## src/rtl/rx_tlp_trigger_gen_pkg.sv

```systemverilog
// Shared widths, defaults and state encodings for the RX TLP trigger generator.
package rx_tlp_trigger_gen_pkg;

   localparam int unsigned BF                   = 9;
   localparam int unsigned PTR_W                = BF + 1;
   localparam int unsigned PAGE_W               = 19;
   localparam int unsigned QW_W                 = 5;
   localparam int unsigned DEF_MAX_TLP_QWORDS   = 16;
   localparam int unsigned DEF_HUGE_PAGE_QWORDS = 262128;
   localparam int unsigned DEF_TIMEOUT_CYCLES   = 1024;

   typedef logic [PTR_W-1:0]  ptr_t;
   typedef logic [PAGE_W-1:0] page_cnt_t;
   typedef logic [QW_W-1:0]   qw_cnt_t;

   typedef enum logic [4:0] {
      IDLE        = 5'b00001,
      WAIT_ACK    = 5'b00010,
      WAIT_COMMIT = 5'b00100,
      WAIT_LAST   = 5'b01000,
      WAIT_CHG    = 5'b10000
   } trig_state_e;

endpackage

```

## src/rtl/rx_tlp_trigger_gen_if.sv

```systemverilog
// Request/ack handshake between the trigger generator (master) and the TLP writer (slave).
interface rx_tlp_trigger_gen_if;
   import rx_tlp_trigger_gen_pkg::*;

   logic    trigger_tlp;
   logic    trigger_tlp_ack;
   logic    send_last_tlp;
   logic    change_huge_page;
   logic    change_huge_page_ack;
   qw_cnt_t qwords_to_send;

   modport master (
      output trigger_tlp, send_last_tlp, change_huge_page, qwords_to_send,
      input  trigger_tlp_ack, change_huge_page_ack
   );

   modport slave (
      input  trigger_tlp, send_last_tlp, change_huge_page, qwords_to_send,
      output trigger_tlp_ack, change_huge_page_ack
   );

endinterface

```

## src/rtl/rx_idle_timer.sv

```systemverilog
// Saturating idle counter; expired_c is high once TIMEOUT_CYCLES-1 increments have accumulated.
module rx_idle_timer
   import rx_tlp_trigger_gen_pkg::*;
#(
   parameter int unsigned TIMEOUT_CYCLES = DEF_TIMEOUT_CYCLES
) (
   input  logic trn_clk,
   input  logic reset_n,
   input  logic clr,
   input  logic en,
   output logic expired_c
);

   localparam int unsigned CNT_W = (TIMEOUT_CYCLES > 1) ? $clog2(TIMEOUT_CYCLES) : 1;
   localparam logic [CNT_W-1:0] LAST_CNT = CNT_W'(TIMEOUT_CYCLES - 1);

   logic [CNT_W-1:0] count;

   always_ff @(posedge trn_clk or negedge reset_n) begin
      if (!reset_n)                count <= '0;
      else if (clr)                count <= '0;
      else if (en && !expired_c)   count <= count + CNT_W'(1);
   end

   assign expired_c = (count == LAST_CNT);

endmodule

```

## src/rtl/rx_tlp_trigger_gen.sv

```systemverilog
// Decides when the huge-page TLP writer sends a full TLP, a short last TLP, or closes the page.
module rx_tlp_trigger_gen
   import rx_tlp_trigger_gen_pkg::*;
#(
   parameter int unsigned MAX_TLP_QWORDS   = DEF_MAX_TLP_QWORDS,
   parameter int unsigned HUGE_PAGE_QWORDS = DEF_HUGE_PAGE_QWORDS,
   parameter int unsigned TIMEOUT_CYCLES   = DEF_TIMEOUT_CYCLES
) (
   input  logic                 trn_clk,
   input  logic                 reset_n,
   input  ptr_t                 commited_wr_address,
   input  ptr_t                 commited_rd_address,
   input  logic                 huge_page_available,
   rx_tlp_trigger_gen_if.master tlp
);

   localparam page_cnt_t MAX_P  = PAGE_W'(MAX_TLP_QWORDS);
   localparam page_cnt_t PAGE_P = PAGE_W'(HUGE_PAGE_QWORDS);

   trig_state_e state_q, state_d;
   logic        trig_q, trig_d;
   logic        last_q, last_d;
   logic        chg_q, chg_d;
   qw_cnt_t     qw_q, qw_d;
   page_cnt_t   page_qwords, page_d;
   ptr_t        last_rd, last_rd_d;
   logic        tmr_clr, tmr_en, tmr_expired_c;
   logic        ack_taken;

   ptr_t        avail, rd_delta;
   page_cnt_t   avail_p, remaining;
   logic        rd_moved;

   assign avail     = commited_wr_address - commited_rd_address;
   assign rd_delta  = commited_rd_address - last_rd;
   assign rd_moved  = (commited_rd_address != last_rd);
   assign avail_p   = PAGE_W'(avail);
   assign remaining = PAGE_P - page_qwords;

   rx_idle_timer #(.TIMEOUT_CYCLES(TIMEOUT_CYCLES)) u_idle_timer (
      .trn_clk   (trn_clk),
      .reset_n   (reset_n),
      .clr       (tmr_clr),
      .en        (tmr_en),
      .expired_c (tmr_expired_c)
   );

   // Next-state, next-output and commit tracking
   always_comb begin
      state_d   = state_q;
      trig_d    = trig_q;
      last_d    = last_q;
      chg_d     = chg_q;
      qw_d      = qw_q;
      page_d    = page_qwords;
      last_rd_d = last_rd;
      tmr_clr   = 1'b0;
      tmr_en    = 1'b0;
      ack_taken = 1'b0;

      unique case (state_q)
         IDLE: begin
            if (!huge_page_available) begin
               tmr_clr = 1'b1;
            end else if (remaining == '0) begin
               chg_d   = 1'b1;
               state_d = WAIT_CHG;
            end else if (remaining >= MAX_P && avail_p >= MAX_P) begin
               trig_d  = 1'b1;
               qw_d    = QW_W'(MAX_TLP_QWORDS);
               state_d = WAIT_ACK;
            end else if (remaining < MAX_P && avail_p >= remaining) begin
               last_d  = 1'b1;
               qw_d    = QW_W'(remaining);
               state_d = WAIT_LAST;
            end else if (avail == '0) begin
               tmr_clr = 1'b1;
            end else if (tmr_expired_c) begin
               // Partial TLP has waited long enough: flush what is there
               last_d  = 1'b1;
               qw_d    = QW_W'(avail);
               state_d = WAIT_LAST;
            end else begin
               tmr_en  = 1'b1;
            end
         end
         WAIT_ACK: begin
            if (tlp.trigger_tlp_ack) begin
               trig_d    = 1'b0;
               ack_taken = 1'b1;
               state_d   = WAIT_COMMIT;
            end
         end
         WAIT_COMMIT: begin
            if (rd_moved) begin
               tmr_clr = 1'b1;
               state_d = IDLE;
            end
         end
         WAIT_LAST: begin
            if (rd_moved) begin
               last_d  = 1'b0;
               chg_d   = 1'b1;
               state_d = WAIT_CHG;
            end
         end
         WAIT_CHG: begin
            if (tlp.change_huge_page_ack) begin
               chg_d     = 1'b0;
               page_d    = '0;
               tmr_clr   = 1'b1;
               ack_taken = 1'b1;
               state_d   = IDLE;
            end
         end
         default: begin
            trig_d  = 1'b0;
            last_d  = 1'b0;
            chg_d   = 1'b0;
            state_d = IDLE;
         end
      endcase

      // A commit coinciding with an ack is picked up next cycle from last_rd
      if (rd_moved && !ack_taken) begin
         page_d    = page_qwords + PAGE_W'(rd_delta);
         last_rd_d = commited_rd_address;
      end
   end

   always_ff @(posedge trn_clk or negedge reset_n) begin
      if (!reset_n) begin
         state_q     <= IDLE;
         trig_q      <= 1'b0;
         last_q      <= 1'b0;
         chg_q       <= 1'b0;
         qw_q        <= '0;
         page_qwords <= '0;
         last_rd     <= '0;
      end else begin
         state_q     <= state_d;
         trig_q      <= trig_d;
         last_q      <= last_d;
         chg_q       <= chg_d;
         qw_q        <= qw_d;
         page_qwords <= page_d;
         last_rd     <= last_rd_d;
      end
   end

   assign tlp.trigger_tlp      = trig_q;
   assign tlp.send_last_tlp    = last_q;
   assign tlp.change_huge_page = chg_q;
   assign tlp.qwords_to_send   = qw_q;

endmodule

```

## src/flat_wrapper.sv

```systemverilog
// flat-port wrapper written by rule: the top's interface ports become plain ports
module rx_tlp_trigger_gen_flat import rx_tlp_trigger_gen_pkg::*;
#(
   parameter int unsigned MAX_TLP_QWORDS   = DEF_MAX_TLP_QWORDS,
   parameter int unsigned HUGE_PAGE_QWORDS = DEF_HUGE_PAGE_QWORDS,
   parameter int unsigned TIMEOUT_CYCLES   = DEF_TIMEOUT_CYCLES
)
  (trn_clk, reset_n, commited_wr_address, commited_rd_address, huge_page_available, tlp_trigger_tlp, tlp_send_last_tlp, tlp_change_huge_page, tlp_qwords_to_send, tlp_trigger_tlp_ack, tlp_change_huge_page_ack);
  rx_tlp_trigger_gen_if tlp_i ();
  input  logic trn_clk;
  input  logic reset_n;
  input  ptr_t commited_wr_address;
  input  ptr_t commited_rd_address;
  input  logic huge_page_available;
  output wire logic [$bits(tlp_i.trigger_tlp)-1:0] tlp_trigger_tlp;
  output wire logic [$bits(tlp_i.send_last_tlp)-1:0] tlp_send_last_tlp;
  output wire logic [$bits(tlp_i.change_huge_page)-1:0] tlp_change_huge_page;
  output wire logic [$bits(tlp_i.qwords_to_send)-1:0] tlp_qwords_to_send;
  input wire logic [$bits(tlp_i.trigger_tlp_ack)-1:0] tlp_trigger_tlp_ack;
  input wire logic [$bits(tlp_i.change_huge_page_ack)-1:0] tlp_change_huge_page_ack;
  assign tlp_trigger_tlp = tlp_i.trigger_tlp;
  assign tlp_send_last_tlp = tlp_i.send_last_tlp;
  assign tlp_change_huge_page = tlp_i.change_huge_page;
  assign tlp_qwords_to_send = tlp_i.qwords_to_send;
  assign tlp_i.trigger_tlp_ack = tlp_trigger_tlp_ack;
  assign tlp_i.change_huge_page_ack = tlp_change_huge_page_ack;
  rx_tlp_trigger_gen #(.MAX_TLP_QWORDS(MAX_TLP_QWORDS), .HUGE_PAGE_QWORDS(HUGE_PAGE_QWORDS), .TIMEOUT_CYCLES(TIMEOUT_CYCLES)) u_core (.trn_clk(trn_clk), .reset_n(reset_n), .commited_wr_address(commited_wr_address), .commited_rd_address(commited_rd_address), .huge_page_available(huge_page_available), .tlp(tlp_i));
endmodule
```

## config.mk

```make
export PLATFORM = sky130hd
export DESIGN_NAME = rx_tlp_trigger_gen_flat
export DESIGN_NICKNAME = d
export VERILOG_FILES = /design/src/rtl/rx_tlp_trigger_gen_pkg.sv /design/src/rtl/rx_tlp_trigger_gen_if.sv /design/src/rtl/rx_idle_timer.sv /design/src/rtl/rx_tlp_trigger_gen.sv /design/src/flat_wrapper.sv
export SDC_FILE = /design/constraint.sdc
export NUM_CORES = 1
export LEC_CHECK = 0
export CORE_ASPECT_RATIO = 0.8
export CORE_MARGIN = 2
export CORE_UTILIZATION = 50
export CTS_BUF_LIST = sky130_fd_sc_hd__clkbuf_4
export CTS_CLUSTER_DIAMETER = 100
export DETAILED_ROUTE_END_ITERATION = 10
export GPL_TIMING_DRIVEN = 0
export HOLD_SLACK_MARGIN = 0.02
export PLACE_DENSITY = 0.66
export SYNTH_ARGS = -nofsm -noshare
export SYNTH_HDL_FRONTEND = slang
export SYNTH_HIERARCHICAL = 1
export SYNTH_SLANG_ARGS = --single-unit
```

## constraint.sdc

```tcl
create_clock -name trn_clk -period 11.15 [get_ports trn_clk]
set_input_delay 1.115 -clock trn_clk [delete_from_list [all_inputs] [get_ports trn_clk]]
set_output_delay 1.115 -clock trn_clk [all_outputs]
set_load 0.005 [all_outputs]
```

==> run summary, run 1 <==
setup TNS: 0 ps
Int Power: 0.577 mW
reg2reg setup slack: 5780 ps
Tightest Pin Transition: 1310 ps
Peak VDD IR: 0.213 mV
Final setup viols: 0
unrepaired setup endpoints after global routing: no
core area: 8630 sq um
CP top delay family: simple AND/OR/NAND/NOR gates
antenna diode count: 0
CTS tree: done
DP HPWL: 8.65 mm
top cell type's share of synthesized area: 28.3%
largest net degree at the start of global routing: 37
HP Start: u_core/last_rd[4]
Hold-fix buffers, CTS: 0
GRT Util Overall: 23.7%
crit path kind: in2reg
Final Cycle Share: 59.4%
H-tree depth: 2
worst-skew pair later-pin latency: 390 ps
yosys warns: 6
slowest CP cell: nor4bb_1
post-synthesis cell type count: 75
FF-to-FF Start: u_core/page_qwords[2]
Clk pwr share: 8.8%
Hold Path Stages: 2
worst slack, placed: 4220 ps
Worst Path Arrival: 6940 ps
gpl congestion: 0.848
P_leak: 2.23 nW
antenna-violating nets left: 0
switching part of the total: 46.6%
TritonCTS Buffers: 5
Root Buffer: clkbuf_4
f_max: 151 MHz
biggest cell delay along the critical path: 1110 ps
Sink Count: 52
WP depth: 22
FILL cells: 795
drt via density: 5.85
layout cells sized above 1: 7.41%
status: finished clean
Die Ht: 89.0 um
routed vias: 3975
Buf/Inv on CP: 4
Main synth FF type: dfrtp_1
ys async rst share: 100%
CTS resizes: 0
GRT Residual Overflow: 0
Req. time, crit path: 11470 ps
first-pass GRT wire length: 18.0 mm
most frequent cell after synthesis: nand2_1
IO Count: 33
register area share after synthesis: 28.9%
Tmin final: 6630 ps
worst hold path type: reg2reg
Worst R2R Path Depth: 18
Slew Limit Fails: 0
max-cap check violation count: 0
clk_skew: 20.5 ps
number of global-route vias before repair: 3619
CP max FO: 10
CP Cell Sequence: clkdlybuf4s50_1 -> inv_1 -> ha_1 -> nor2b_1 -> o2111ai_1 -> a21oi_1 -> o22ai_1 -> xnor2_1 -> inv_1 -> ha_1 -> nand2_1 -> a21boi_0 -> o21ai_0 -> a21oi_1 -> a211o_1 -> nor3b_4 -> buf_6 -> a31oi_1 -> nor4bb_1 -> nand4_1 -> or3_1 -> a21oi_1
Synth Instances: 526
syn avg cell area: 8.58 sq um
Final Hold Vio Count: 0
1st-pass router iterations: 4
post-CTS setup buffers: 0
Initial DRC Count: 198
Area Growth Syn to Fin: 11.9%
end point of the critical path: u_core/u_idle_timer/count[8]
Mapped Nets: 595
Die Footprint: 9800 sq um
initial core utilization: 52.3%
Die X: 110 um
share of power burned in registers: 27.1%
largest cells by area after synthesis: dfrtp_1 28%, ha_1 11%, nand2_1 4.7%
Combinational Power Share: 64.2%
# DRC: 0
clk buf depth: 2
Pwr per Cell Area: 214 nW/um^2
Synth top cells by count: 57 x nand2_1, 51 x dfrtp_1, 42 x inv_1, 41 x ha_1, 35 x nor2_1
crit-path most repeated cell: a21oi_1
drt wl/cell: 16.1 um
row count: 30
worst setup path startpoint: commited_rd_address[1]
mapped cell area: 4510 sq um
Post-synth EDFFs: 0
CP endpoint kind: flip-flop
Total Wirelength: 11.0 mm
# nets final: 635
port buffer count: 32
post-route setup slack: 4520 ps
#FFs+latches synth: 52
initial antenna violation count: 0
CP Launch Type: primary input
Worst R2R End: u_core/u_idle_timer/count[8]
Reg clk slew, reported paths: 180 ps
Synth area leader: dfrtp_1
Slew headroom: 11.4%
switching pwr: 0.503 mW
## cell families after synthesis
family | share of synthesized area (%)
AO/OA/AOI/OAI | 20.0
XOR/XNOR | 6.99
adder cells (fa/ha/maj) | 12.7
buffers and inverters | 5.02
flip-flops | 28.9
multiplexers | 1.39
AND/OR/NAND/NOR | 25.1
## through the flow
| step | util (%) | hold slack [ps] | cells | power [mW] | cell area, sq um |
|---|---|---|---|---|---|
| floorplan | - | 450 | 526 | 0.824 | 4510 |
| global placement | 57.6 | 467 | 670 | 0.964 | 4970 |
| detailed placement | 57.8 | 475 | 671 | 0.980 | 4990 |
| CTS | 58.5 | 514 | 679 | 1.08 | 5050 |
| global route | 58.5 | 531 | 679 | 1.20 | 5050 |
| finish | 58.5 | 510 | 679 | 1.08 | 5050 |
## power by group through the flow
stage                     Clock [mW]  Sequential (mW)  Combinational (mW)
after floorplan                    0            0.279               0.545
after global placement             0            0.294               0.671
after detailed placement           0            0.296               0.684
after CTS                     0.0993            0.291               0.691
after global routing           0.106            0.300               0.789
final                         0.0945            0.292               0.693
## layout make-up
class / instances / area (sq um) / area share (%)
Timing Repair Buffer: 33 / 335 / 6.64
Buffer: 13 / 68.8 / 1.36
Tap cell: 112 / 140 / 2.78
Clock inverter: 3 / 22.5 / 0.446
Inverter: 42 / 158 / 3.12
Multi-Input combinational cell: 419 / 2980 / 59.1
Clock buffer: 5 / 37.5 / 0.744
Sequential cell: 52 / 1300 / 25.8
## placed cells by master, fill, tap and decap left out, types with 8 or more instances in the layout
cell type,n
nand2_1,57
dfrtp_1,51
inv_1,42
ha_1,41
nor2_1,35
a21oi_1,34
clkdlybuf4s50_1,31
o21ai_0,28
xnor2_1,21
xor2_1,15
nand3_1,13
nor3_1,13
a21o_1,12
nor2b_1,10
nand4_1,8
## worst min path at each step
stage                                   endpoint
detailed placement             u_core/last_rd[2]
global placement               u_core/last_rd[3]
CTS                            u_core/last_rd[2]
global route        u_core/tlp.qwords_to_send[2]
finish                         u_core/last_rd[4]
floorplan                      u_core/last_rd[1]
## per-layer routing
metal	vias up	routed length [um]	global-route usage (%)
li1	1990	-	-
met1	1891	5800	37.9
met2	92	4640	34.4
met3	2	505	3.57
met4	0	17	3.18
met5	-	0	0
## tightest hold or removal path: stages (launching register included)
cell     delay (ps)
dfrtp_1         380
nand2_1          40
o21ai_0          60
## registers in the layout (all words and copies together) (netlist names)
name and cells:
u_core/state_q 5, u_core/last_rd 10, u_core/tlp.trigger_tlp 1, u_core/tlp.change_huge_page 1, u_core/tlp.send_last_tlp 1, u_core/page_qwords 19, u_core/u_idle_timer/count 10, u_core/tlp.qwords_to_send 5
(Power assumes the default switching activity.)
==> run 2, diff against run 1 <==
--- a/config.mk
+++ b/config.mk
@@ -13,7 +13,7 @@
 export DETAILED_ROUTE_END_ITERATION = 10
 export GPL_TIMING_DRIVEN = 0
 export HOLD_SLACK_MARGIN = 0.02
-export PLACE_DENSITY = 0.66
+export PLACE_DENSITY = 0.68
 export SYNTH_ARGS = -nofsm -noshare
 export SYNTH_HDL_FRONTEND = slang
 export SYNTH_HIERARCHICAL = 1
==> constraint.sdc (replaced) <==
create_clock -name trn_clk -period 5.66 [get_ports trn_clk]
set_input_delay 0.566 -clock trn_clk [delete_from_list [all_inputs] [get_ports trn_clk]]
set_output_delay 0.566 -clock trn_clk [all_outputs]
set_load 0.005 [all_outputs]
==> run summary, run 2 (same netlist as run 1, synthesis figures left out) <==
status: finished clean
# nets final: 635 (unchanged)
commonest non-fill, non-tap cell in the layout: nand2_1
Reg with most FFs: u_core/page_qwords
Top Registers: u_core/page_qwords (19), u_core/last_rd (10), u_core/u_idle_timer/count (10)
FILL cells: 790 (-0.63%)
biggest cell delay along the critical path: 540 ps (-570 ps)
CTS tree: done
FF-to-FF Start: u_core/page_qwords[1]
worst hold path type: in2async
f_max: 192 MHz
CP Launch Type: primary input
Die Footprint: 9800 sq um (unchanged)
DP HPWL: 8.62 mm (-0.43%)
GRT Util Overall: 23.7% (about the same)
CP endpoint kind: flip-flop
Die Ht: 89.0 um (unchanged)
worst slack, placed: -652 ps (-4870 ps)
antenna-violating nets left: 0 (unchanged)
clk buf depth: 2 (unchanged)
IO Count: 33 (unchanged)
max FFs per register: 19 (unchanged)
H-tree depth: 2 (unchanged)
initial antenna violation count: 0 (unchanged)
Sink Count: 52 (unchanged)
port buffer count: 32 (unchanged)
CP Cell Sequence: clkdlybuf4s50_1 -> inv_1 -> ha_1 -> nor2b_1 -> o2111ai_1 -> nand2_1 -> xor2_1 -> ha_1 -> a21o_1 -> a21o_1 -> a21o_1 -> a21o_1 -> a211o_1 -> nor3b_4 -> buf_6 -> a31oi_1 -> nor4bb_4 -> o31ai_4 -> or4_1 -> a21oi_1
Tmin final: 5210 ps
reg2reg setup slack: 1020 ps (-4760 ps)
antenna diode count: 0 (unchanged)
TritonCTS Buffers: 5 (unchanged)
area of the multi-input gates: 3010 sq um (+0.75%)
max-cap check violation count: 0 (unchanged)
final hold slack: 54.9 ps (-455 ps)
gpl congestion: 0.867 (+2.2%)
first-pass GRT wire length: 18.3 mm (+1.5%)
post-route setup slack: 452 ps (-4070 ps)
drt wl/cell: 16.0 um (-0.95%)
Initial DRC Count: 255 (+29%)
Total Wirelength: 10.8 mm (-1.1%)
CP max FO: 10 (unchanged)
register area: 1300 sq um (unchanged)
row count: 30 (unchanged)
Worst Path Arrival: 5520 ps (-1420 ps)
1st-pass router iterations: 5 (+1)
P_leak: 2.26 nW (+1.1%)
Die X: 110 um (unchanged)
Final setup viols: 0 (unchanged)
layout cells sized above 1: 7.60% (+0.19 points)
unrepaired setup endpoints after global routing: no
clk_skew: 15.6 ps (-4.90 ps)
worst-skew pair later-pin latency: 390 ps (about the same)
Worst R2R Path Depth: 17 (-1)
Peak VDD IR: 0.382 mV (+79%)
Req. time, crit path: 5970 ps (-5500 ps)
Reg clk slew, reported paths: 160 ps (-20 ps)
Slew headroom: 47.0% (+36 points)
routed vias: 4019 (+1.1%)
Final Hold Vio Count: 0 (unchanged)
most frequent cells in the layout: 57 x nand2_1, 51 x dfrtp_1, 42 x inv_1, 41 x ha_1, 35 x nor2_1
Root Buffer: clkbuf_4
# DRC: 0 (unchanged)
final core utilization: 59.2% (+0.70 points)
largest net degree at the start of global routing: 39 (+5.4%)
placed cells: 671 (unchanged)
Buf/Inv on CP: 3 (-1)
crit-path most repeated cell: a21o_1
Area Growth Syn to Fin: 13.2%
crit path kind: in2reg
drt via density: 5.93 (+1.3%)
CP top delay family: compound AO/OA/AOI/OAI gates
Pwr per Cell Area: 433 nW/um^2 (+100%)
Tightest Pin Transition: 794 ps (-517 ps)
Slew Limit Fails: 0 (unchanged)
GRT Residual Overflow: 0 (unchanged)
initial core utilization: 52.3% (unchanged)
slowest CP cell: clkdlybuf4s50_1
Worst R2R End: u_core/u_idle_timer/count[5]
number of global-route vias before repair: 3736 (+3.2%)
core area: 8630 sq um (unchanged)
fin cells: 678 (-0.15%)
Final Cycle Share: 92.0%
==> run 2: timing repair <==
| action | CTS | global route |
|---|---|---|
| endpoints found under the setup margin | 4 | 7 |
| resized for setup | 1 | 2 |
| setup buffers | 0 | 0 |
| hold buffers | 0 | 0 |
==> run 2: worst reg2reg max path: stages (launching register included) <==
cell and delay (ps):
dfrtp_1 480, inv_1 170, ha_1 220, nor3b_4 410
nor2_1 90, xor2_1 160, ha_1 340, a21o_1 160
a21o_1 160, a21o_1 180, a211o_1 310, nor3b_4 170
buf_6 160, a31oi_1 150, nor4bb_4 530, o31ai_4 210
or4_1 500, a21oi_1 170
==> run 2: routing by layer <==
metal / wire (um) / part of all wire [%] / vias to the layer above / track usage, %
met3: 456 / 4.2 / 4 / 3.06
met1: 5700 / 53 / 1935 / 37.5
met5: 0 / 0 / - / 0
met4: 55 / 0.51 / 0 / 3.75
li1: - / - / 1989 / -
met2: 4630 / 43 / 91 / 34.9
==> run 2: area by class of cell <==
| type | count | share of cell area [%] |
|---|---|---|
| well taps | 112 | 2.74 |
| clock inverters | 2 | 1.18 |
| plain buffers | 13 | 1.35 |
| inverters | 42 | 3.09 |
| multi-input cells | 419 | 58.8 |
| flip-flops and latches | 52 | 25.5 |
| clock buffers | 5 | 0.735 |
| repair buffers | 33 | 6.57 |
==> run 2: worst max path at each step <==
stage | start | to | slack [ps] | cells past startpoint
after floorplan | commited_wr_address[0] | u_core/u_idle_timer/count[5] | 670 | 20
after global placement | commited_rd_address[1] | u_core/u_idle_timer/count[5] | -630 | 22
after detailed placement | commited_rd_address[1] | u_core/u_idle_timer/count[5] | -650 | 22
after CTS | commited_rd_address[1] | u_core/u_idle_timer/count[5] | 90 | 22
after global routing | commited_rd_address[1] | u_core/u_idle_timer/count[5] | 90 | 22
final | commited_rd_address[1] | u_core/u_idle_timer/count[5] | 450 | 20
==> run 2: power breakdown <==
| group | internal [mW] | total, mW | switching [mW] |
|---|---|---|---|
| logic | 0.615 | 1.37 | 0.760 |
| registers | 0.471 | 0.577 | 0.106 |
| clock network | 0.135 | 0.259 | 0.124 |
| total | 1.22 | 2.21 | 0.991 |
==> run 2: through the flow <==
step                      power [mW]  instance area (sq um)  TNS [ps]
final                           2.21                   5110         0
after global routing            2.43                   5110         0
after CTS                       2.21                   5090         0
after detailed placement        1.94                   4990     -4180
after global placement          1.90                   4970     -3940
after floorplan                 1.62                   4510         0
==> run 3, diff against run 2 <==
--- a/config.mk
+++ b/config.mk
@@ -12,8 +12,7 @@
 export CTS_CLUSTER_DIAMETER = 100
 export DETAILED_ROUTE_END_ITERATION = 10
 export GPL_TIMING_DRIVEN = 0
-export HOLD_SLACK_MARGIN = 0.02
-export PLACE_DENSITY = 0.68
+export PLACE_DENSITY = 0.66
 export SYNTH_ARGS = -nofsm -noshare
 export SYNTH_HDL_FRONTEND = slang
 export SYNTH_HIERARCHICAL = 1
==> constraint.sdc (replaced) <==
create_clock -name trn_clk -period 5.5 [get_ports trn_clk]
set_input_delay 0.55 -clock trn_clk [delete_from_list [all_inputs] [get_ports trn_clk]]
set_output_delay 0.55 -clock trn_clk [all_outputs]
set_load 0.005 [all_outputs]
==> run summary, run 3 (same netlist as run 1, synthesis figures left out) <==
status: finished clean
Peak VDD IR: 0.433 mV (+13%)
total chip power: 2.19 mW (-0.76%)
Hold-fix buffers, CTS: 0 (unchanged)
layout cells sized above 1: 8.25% (+0.65 points)
unrepaired setup endpoints after global routing: no
crit path kind: in2reg
drt wl/cell: 16.1 um (+0.85%)
Initial DRC Count: 172 (-33%)
fin area: 5090 sq um (-0.29%)
Combinational Power Share: 64.2% (+2.0 points)
drt via density: 5.81 (-2.0%)
Pwr per Cell Area: 431 nW/um^2 (-0.47%)
Root Buffer: clkbuf_4
first-pass GRT wire length: 18.1 mm (-1.4%)
clk buf depth: 2 (unchanged)
Reg clk slew, reported paths: 170 ps (about the same)
switching part of the total: 46.6% (+1.8 points)
Final Cycle Share: 90.9%
Final Hold Vio Count: 0 (unchanged)
P_leak: 2.26 nW (about the same)
setup TNS: 0 ps (unchanged)
Die Ht: 89.0 um (unchanged)
CP max FO: 10 (unchanged)
clk_skew: 20.7 ps (+5.14 ps)
Worst R2R Path Depth: 19 (+2)
area of the multi-input gates: 3010 sq um (unchanged)
commonest non-fill, non-tap cell in the layout: nand2_1
register area: 1300 sq um (unchanged)
Die Footprint: 9800 sq um (unchanged)
Sink Count: 52 (unchanged)
DP HPWL: 8.65 mm (+0.43%)
port buffer count: 32 (unchanged)
Tmin final: 5000 ps
share of power burned in registers: 27.0% (+0.9 points)
number of global-route vias before repair: 3617 (-3.2%)
largest net degree at the start of global routing: 37 (-5.1%)
switching pwr: 1.02 mW (+3.3%)
f_max: 200 MHz
reg2reg setup slack: 1060 ps (+40 ps)
Placed Instance Area: 4990 sq um (unchanged)
TritonCTS Buffers: 5 (unchanged)
Worst Path Arrival: 5320 ps (-200 ps)
Tightest Pin Transition: 883 ps (+88.9 ps)
CP Launch Type: primary input
# DRC: 0 (unchanged)
routed vias: 3960 (-1.5%)
Req. time, crit path: 5820 ps (-150 ps)
gpl congestion: 0.848 (-2.2%)
Reg with most FFs: u_core/page_qwords
Slew Limit Fails: 0 (unchanged)
FILL cells: 792 (+0.25%)
max-cap check violation count: 0 (unchanged)
Top Registers: u_core/page_qwords (19), u_core/last_rd (10), u_core/u_idle_timer/count (10)
Int Power: 1.17 mW (-4.0%)
Total Wirelength: 11.0 mm (+1.4%)
antenna-violating nets left: 0 (unchanged)
H-tree depth: 2 (unchanged)
row count: 30 (unchanged)
1st-pass router iterations: 4 (-1)
FF-to-FF Start: u_core/page_qwords[2]
max FFs per register: 19 (unchanged)
initial antenna violation count: 0 (unchanged)
Slew headroom: 41.0% (-5.9 points)
Die X: 110 um (unchanged)
Clk pwr share: 8.8% (-2.9 points)
Worst R2R End: u_core/u_idle_timer/count[5]
final core utilization: 59.0% (-0.17 points)
GRT Util Overall: 23.7% (+0.050 points)
CP endpoint kind: flip-flop
antenna diode count: 0 (unchanged)
CTS tree: done
initial core utilization: 52.3% (unchanged)
Area Growth Syn to Fin: 12.9%
Final setup viols: 0 (unchanged)
most frequent cells in the layout: 57 x nand2_1, 51 x dfrtp_1, 42 x inv_1, 41 x ha_1, 35 x nor2_1
core area: 8630 sq um (unchanged)
worst hold path type: in2async
# nets final: 638 (+0.47%)
IO Count: 33 (unchanged)
worst-skew pair later-pin latency: 400 ps (about the same)
GRT Residual Overflow: 0 (unchanged)
==> run 3: cell types whose count changed in the layout (fill, tap and decap cells not counted) <==
| cell | previous run | this run |
|---|---|---|
| inv_6 | 0 | 1 |
| buf_4 | 1 | 4 |
| bufinv_16 | 2 | 0 |
| clkinv_2 | 0 | 1 |
| clkinv_4 | 0 | 1 |
==> run 3: how the worst max path moves through the flow <==
stage,depth (start not counted),endpoint,slack [ps],startpoint
after floorplan,20,u_core/u_idle_timer/count[5],520,commited_wr_address[0]
after global placement,22,u_core/u_idle_timer/count[5],-730,commited_rd_address[1]
after detailed placement,22,u_core/u_idle_timer/count[5],-870,commited_rd_address[1]
after CTS,22,u_core/u_idle_timer/count[5],130,commited_rd_address[1]
after global routing,23,u_core/u_idle_timer/count[5],170,commited_rd_address[1]
final,23,u_core/u_idle_timer/count[5],500,commited_rd_address[1]
==> run 3: power groups by stage <==
| stage | combinational, mW | clock [mW] | sequential, mW |
|---|---|---|---|
| after CTS | 1.40 | 0.201 | 0.591 |
| after floorplan | 1.10 | 0 | 0.566 |
| final | 1.41 | 0.193 | 0.593 |
| after global routing | 1.60 | 0.215 | 0.609 |
| after global placement | 1.36 | 0 | 0.596 |
| after detailed placement | 1.39 | 0 | 0.600 |
==> run 3: per-layer routing <==
metal / track usage [%] / part of all wire [%] / up-vias
met5: 0 / 0 / -
met4: 3.18 / 0.15 / 0
met3: 3.57 / 3.6 / 2
met2: 34.4 / 42 / 72
met1: 38.0 / 54 / 1885
li1: - / - / 2001
==> run 3: critical path: stages <==
cell	delay (ps)
clkdlybuf4s50_1	530
inv_1	130
ha_1	290
nor2b_1	210
o2111ai_1	160
a21oi_1	210
o22ai_1	150
xnor2_2	310
inv_1	80
ha_1	310
nand2_1	80
a21boi_0	100
o21ai_0	170
a21oi_1	90
a211o_1	290
nor3b_4	170
buf_6	160
a31oi_1	170
nor4bb_4	210
buf_4	180
o31ai_4	110
or4_1	490
a21oi_1	150
==> run 3: final cells by class <==
class / count / share of cell area [%]
well taps: 112 / 2.75
multi-input cells: 419 / 59.0
clock buffers: 5 / 0.737
clock inverters: 3 / 0.442
flip-flops and latches: 52 / 25.6
plain buffers: 13 / 1.35
repair buffers: 36 / 7.03
inverters: 42 / 3.10
==> run 3: metrics by stage <==
stage / cells / setup slack (ps) / hold WS, ps
after global placement: 670 / -729 / 467
final: 682 / 502 / 67.7
after detailed placement: 671 / -867 / 475
after global routing: 682 / 168 / 80.3
after floorplan: 526 / 524 / 254
after CTS: 679 / 134 / 66.4
==> run 3: what timing repair did <==
item	in CTS	in global routing
pin swaps	0	1
setup buffers	0	3
resized for setup	2	1
endpoints found under the setup margin	10	6
==> RTL change 1: new RTL, flow settings as in run 2 <==
`DEF_TIMEOUT_CYCLES`: 1024 -> 4096.
--- a/src/rtl/rx_tlp_trigger_gen_pkg.sv
+++ b/src/rtl/rx_tlp_trigger_gen_pkg.sv
@@ -7,7 +7,7 @@
    localparam int unsigned QW_W                 = 5;
    localparam int unsigned DEF_MAX_TLP_QWORDS   = 16;
    localparam int unsigned DEF_HUGE_PAGE_QWORDS = 262128;
-   localparam int unsigned DEF_TIMEOUT_CYCLES   = 1024;
+   localparam int unsigned DEF_TIMEOUT_CYCLES   = 4096;
 
    typedef logic [PTR_W-1:0]  ptr_t;
    typedef logic [PAGE_W-1:0] page_cnt_t;
Formal check against the unedited RTL: no difference found for any inputs over 10 cycles, from zero or initial values and one cycle with reset_n low; that may be too few to reach the edited logic, so the function may still have changed.
==> RTL change 1 against run 2 <==
Design area rose by 1.3%; clock power fell by 27%; setup slack got worse by 0.086 ns; critical path depth rose by 1; sequential cell count rose by 2; total power fell by 2.5%; synthesized area rose by 2.1%; wire length rose by 1.2%; critical endpoint is now u_core/u_idle_timer/count[9].
==> RTL change 1: results <==
[critical_path]
worstPathMaxFanout = 10
cp_slowest_cell = clkdlybuf4s50_1
crit_family = compound AO/OA/AOI/OAI gates
slowest_delay_ns = 0.57
crit_arrival_ns = 5.59

[layout]
drive_gt1_share_pct = 7.77
fill_cells = 829
multi_input_area_um2 = 3050
diodes = 0
nets = 647
fin_cells = 694
largest_registers = u_core/page_qwords (19), u_core/u_idle_timer/count (12), u_core/last_rd (10)

[detailed_routing]
wl_um = 11000
via_count = 4073
drt_iter0_markers = 210
first_pass_iters = 5

[synthesis]
async_flop_share_pct = 100
yosys-top-cells-area = dfrtp_1 (29%), ha_1 (11%), nand2_1 (4.7%)
synth_ff_type = dfrtp_1
synthTopCellsByCount = nand2_1 (58), dfrtp_1 (53), inv_1 (44)
ys_seq_area_share_pct = 29.4
synth_warnings = 6
syn_nets = 606
synth-edff-count = 0
synthCells = 537
ys_types = 76

[global_route]
grt_usage_pct = 22.5
grt_pass1_wl_um = 18700
grt_max_degree = 29
antenna_found_initial = 0
grt_pass1_vias = 3845

[place]
placed_area_um2 = 5090
numPortBuffers = 32
gp_congestion = 0.867
place_hpwl_um = 8580

[cts]
cts_buffers = 5
insertion_delay_ns = 0.41
cts-root-buf = clkbuf_4
clockBufferDepth = 2
cts_max_level = 2
clk_pin_slew_ns = 0.18

[timing]
skew_ns = 0.0179
maxSlewHeadroom_pct = 48.5

[hold_path]
hold_class = input port to async pin

[power]
vdd_drop_max_mv = 0.217
p_leak_nw = 2.26

[status]
status = finished, final reports clean
[RTL change 1: cell types whose count changed in the layout (fill, tap and decap cells not counted), sizes merged, moves of 3 or more]
| cell | run 2 | this run |
|---|---|---|
| inv | 42 | 45 |
| nor4 | 6 | 9 |
| o41ai | 1 | 4 |
| o21ai | 33 | 37 |
[RTL change 1: final timing paths]
path | startpoint | endpoint | slack, ns | depth (start not counted)
worst max-delay path | commited_rd_address[1] | u_core/u_idle_timer/count[9] | 0.37 | 21
worst min-delay path | reset_n | u_core/page_qwords[12] | 0.14 | 1
worst max register to register | u_core/page_qwords[0] | u_core/u_idle_timer/count[9] | 0.98 | 18
worst min register to register | u_core/last_rd[8] | u_core/last_rd[8] | 0.50 | 2
max in group asynchronous | reset_n | u_core/state_q[0] | 4.86 | 2
min in group trn_clk | u_core/last_rd[8] | u_core/last_rd[8] | 0.50 | 2
[RTL change 1: layer usage]
metal / vias up / GRT usage [%] / share of wire, %
met5: - / 0 / 0
met4: 0 / 5.76 / 1.2
met3: 11 / 3.71 / 4.0
met2: 98 / 35.5 / 44
met1: 1924 / 32.3 / 51
li1: 2040 / - / -
[RTL change 1: repair_timing]
| item | CTS | global route |
|---|---|---|
| pin swaps | 0 | 1 |
| gates cloned | 0 | 0 |
| setup endpoints to repair | 1 | 7 |
| buffers inserted | 0 | 1 |
| resized for setup | 1 | 2 |
[RTL change 1: where the power goes]
group / internal (mW) / switching (mW)
Clock: 0.0489 / 0.141
Sequential: 0.485 / 0.102
Combinational: 0.615 / 0.765
Total: 1.15 / 1.01
[RTL change 1: final cells by class]
cell class,instances,area share (%)
multi-input combinational,426,58.9
sequential,54,26.1
timing repair buffer,34,6.62
inverter,44,3.19
tap,115,2.78
buffer,13,1.26
clock buffer,5,0.725
clock inverter,3,0.387
[RTL change 1: cell families after synthesis]
group,synth area share (%)
xor gates and xnor gates,6.08
buffers and inverters,5.00
AOI/OAI and AO/OA,20.6
muxes,1.57
and+or+nand+nor,25.0
adders and majority gates,12.4
DFF,29.4
[RTL change 1: metrics by stage]
| stage | worst slack (ns) | total power, mW | hold slack (ns) | TNS (ns) |
|---|---|---|---|---|
| 6_report | 0.367 | 2.16 | 0.144 | 0 |
| 5_1_grt | 0.0580 | 2.37 | 0.191 | 0 |
| 4_1_cts | 0.135 | 2.15 | 0.167 | 0 |
| 3_5_place_dp | -0.463 | 1.95 | 0.473 | -2.37 |
| 3_3_place_gp | -0.327 | 1.90 | 0.464 | -1.22 |
| 2_1_floorplan | 0.780 | 1.64 | 0.270 | 0 |
==> RTL change 2: new RTL, config.mk and constraints of run 2 <==
Made on the original files. Encoding of `trig_state_e`: now binary (3 bits for 5 states).
--- a/src/rtl/rx_tlp_trigger_gen_pkg.sv
+++ b/src/rtl/rx_tlp_trigger_gen_pkg.sv
@@ -13,12 +13,12 @@
    typedef logic [PAGE_W-1:0] page_cnt_t;
    typedef logic [QW_W-1:0]   qw_cnt_t;
 
-   typedef enum logic [4:0] {
-      IDLE        = 5'b00001,
-      WAIT_ACK    = 5'b00010,
-      WAIT_COMMIT = 5'b00100,
-      WAIT_LAST   = 5'b01000,
-      WAIT_CHG    = 5'b10000
+   typedef enum logic [2:0] {
+      IDLE        = 3'd0,
+      WAIT_ACK    = 3'd1,
+      WAIT_COMMIT = 3'd2,
+      WAIT_LAST   = 3'd3,
+      WAIT_CHG    = 3'd4
    } trig_state_e;
 
 endpackage
Function: no difference found for any inputs over 4 cycles, from zero or initial values and one cycle with reset_n low; so few cycles prove little.
==> RTL change 2 against run 2 <==
Setup slack improved by 0.61 ns; critical path depth decreased by 2; die area decreased by 3.1%; synthesized area decreased by 3.3%; critical path type unchanged; design area decreased by 4.0%; wire length decreased by 3.7%; clock skew decreased by 0.0023 ns; global-route usage decreased by 0.66 points; sequential cell count decreased by 2; total power increased by 7.7%.
==> RTL change 2: results <==
[global_route]
grt_pass1_wl_um = 17400
grt_pass1_vias = 3606
grt_usage_pct = 23.0

[status]
status = finished, final reports clean

[cts]
cts_tree = yes
cts_resized = 0

[detailed_routing]
drt_iter0_markers = 250
routedWlPerCell_um = 15.2
via_per_inst = 5.82

[critical_path]
worstPathMaxFanout = 7
slowest_delay_ns = 0.56
worstSetupStartpoint = commited_rd_address[0]
crit_arrival_ns = 4.91

[synthesis]
synthTopCellsByCount = nand2_1 (61), dfrtp_1 (50), a21oi_1 (45)
post_synth.cell_area_avg_um2 = 8.17
syn_nets = 603
yosys-top-cells-area = dfrtp_1 (29%), ha_1 (12%), xnor2_1 (5.4%)
ys_types = 67

[layout]
drive_gt1_share_pct = 5.57
fin_cells = 687
fill_cells = 818
largest_registers = u_core/page_qwords (19), u_core/last_rd (10), u_core/u_idle_timer/count (10)

[place]
dp_slack_ns = 0.738
gp_congestion = 0.887
placed_area_um2 = 4840
dp_cells = 679
place_hpwl_um = 8330

[power]
p_leak_nw = 2.20
vdd_drop_max_mv = 0.431

[timing]
skew_ns = 0.0133
maxSlewHeadroom_pct = 39.1
-- RTL change 2: area by class of cell --
type / instances / area, µm² / share of cell area [%]
inverters: 44 / 165 / 3.37
multi-input cells: 425 / 2890 / 58.9
clock inverters: 2 / 12.5 / 0.255
repair buffers: 33 / 335 / 6.84
plain buffers: 15 / 67.6 / 1.38
clock buffers: 6 / 45.0 / 0.919
well taps: 112 / 140 / 2.86
flip-flops and latches: 50 / 1250 / 25.5
-- RTL change 2: path summary, 6_finish.rpt --
check / endpoint / slack, ns / cells after the start
setup / recovery: u_core/u_idle_timer/count[5] / 1.06 / 18
hold / removal: u_core/tlp.qwords_to_send[0] / 0.06 / 1
setup reg to reg: u_core/u_idle_timer/count[5] / 1.74 / 17
hold reg to reg: u_core/tlp.qwords_to_send[1] / 0.51 / 1
max in group asynchronous: u_core/page_qwords[5] / 5.09 / 2
min in group trn_clk: u_core/tlp.qwords_to_send[1] / 0.51 / 1
-- RTL change 2: report_power, final --
part | internal [mW] | switching (mW)
registers | 0.466 | 0.0967
clock network | 0.0543 | 0.120
logic | 0.706 | 0.939
total | 1.23 | 1.16
-- RTL change 2: cells by family (layout without fill, tap and decap cells) --
family | count (synthesis) | after routing | synth area share [%]
mux | 4 | 4 | 1.00
fa+ha+maj | 44 | 44 | 13.1
xor+xnor | 37 | 37 | 7.43
flops | 50 | 50 | 28.7
simple gates | 193 | 193 | 22.8
compound gates | 147 | 147 | 21.6
buf+inv | 59 | 100 | 5.33
-- RTL change 2: critical path: cells and delay by family --
kind	cells	cell delay, ns
buffers and inverters	2	0.61
XOR/XNOR	1	0.27
AND/OR/NAND/NOR	5	1.21
AO/OA/AOI/OAI	7	1.31
adder cells (fa/ha/maj)	3	0.94
-- RTL change 2: per-layer routing --
metal,track usage [%],routed length [µm]
met1,36.1,5440
met5,0,0
met2,33.6,4390
met4,5.24,121
met3,2.75,492
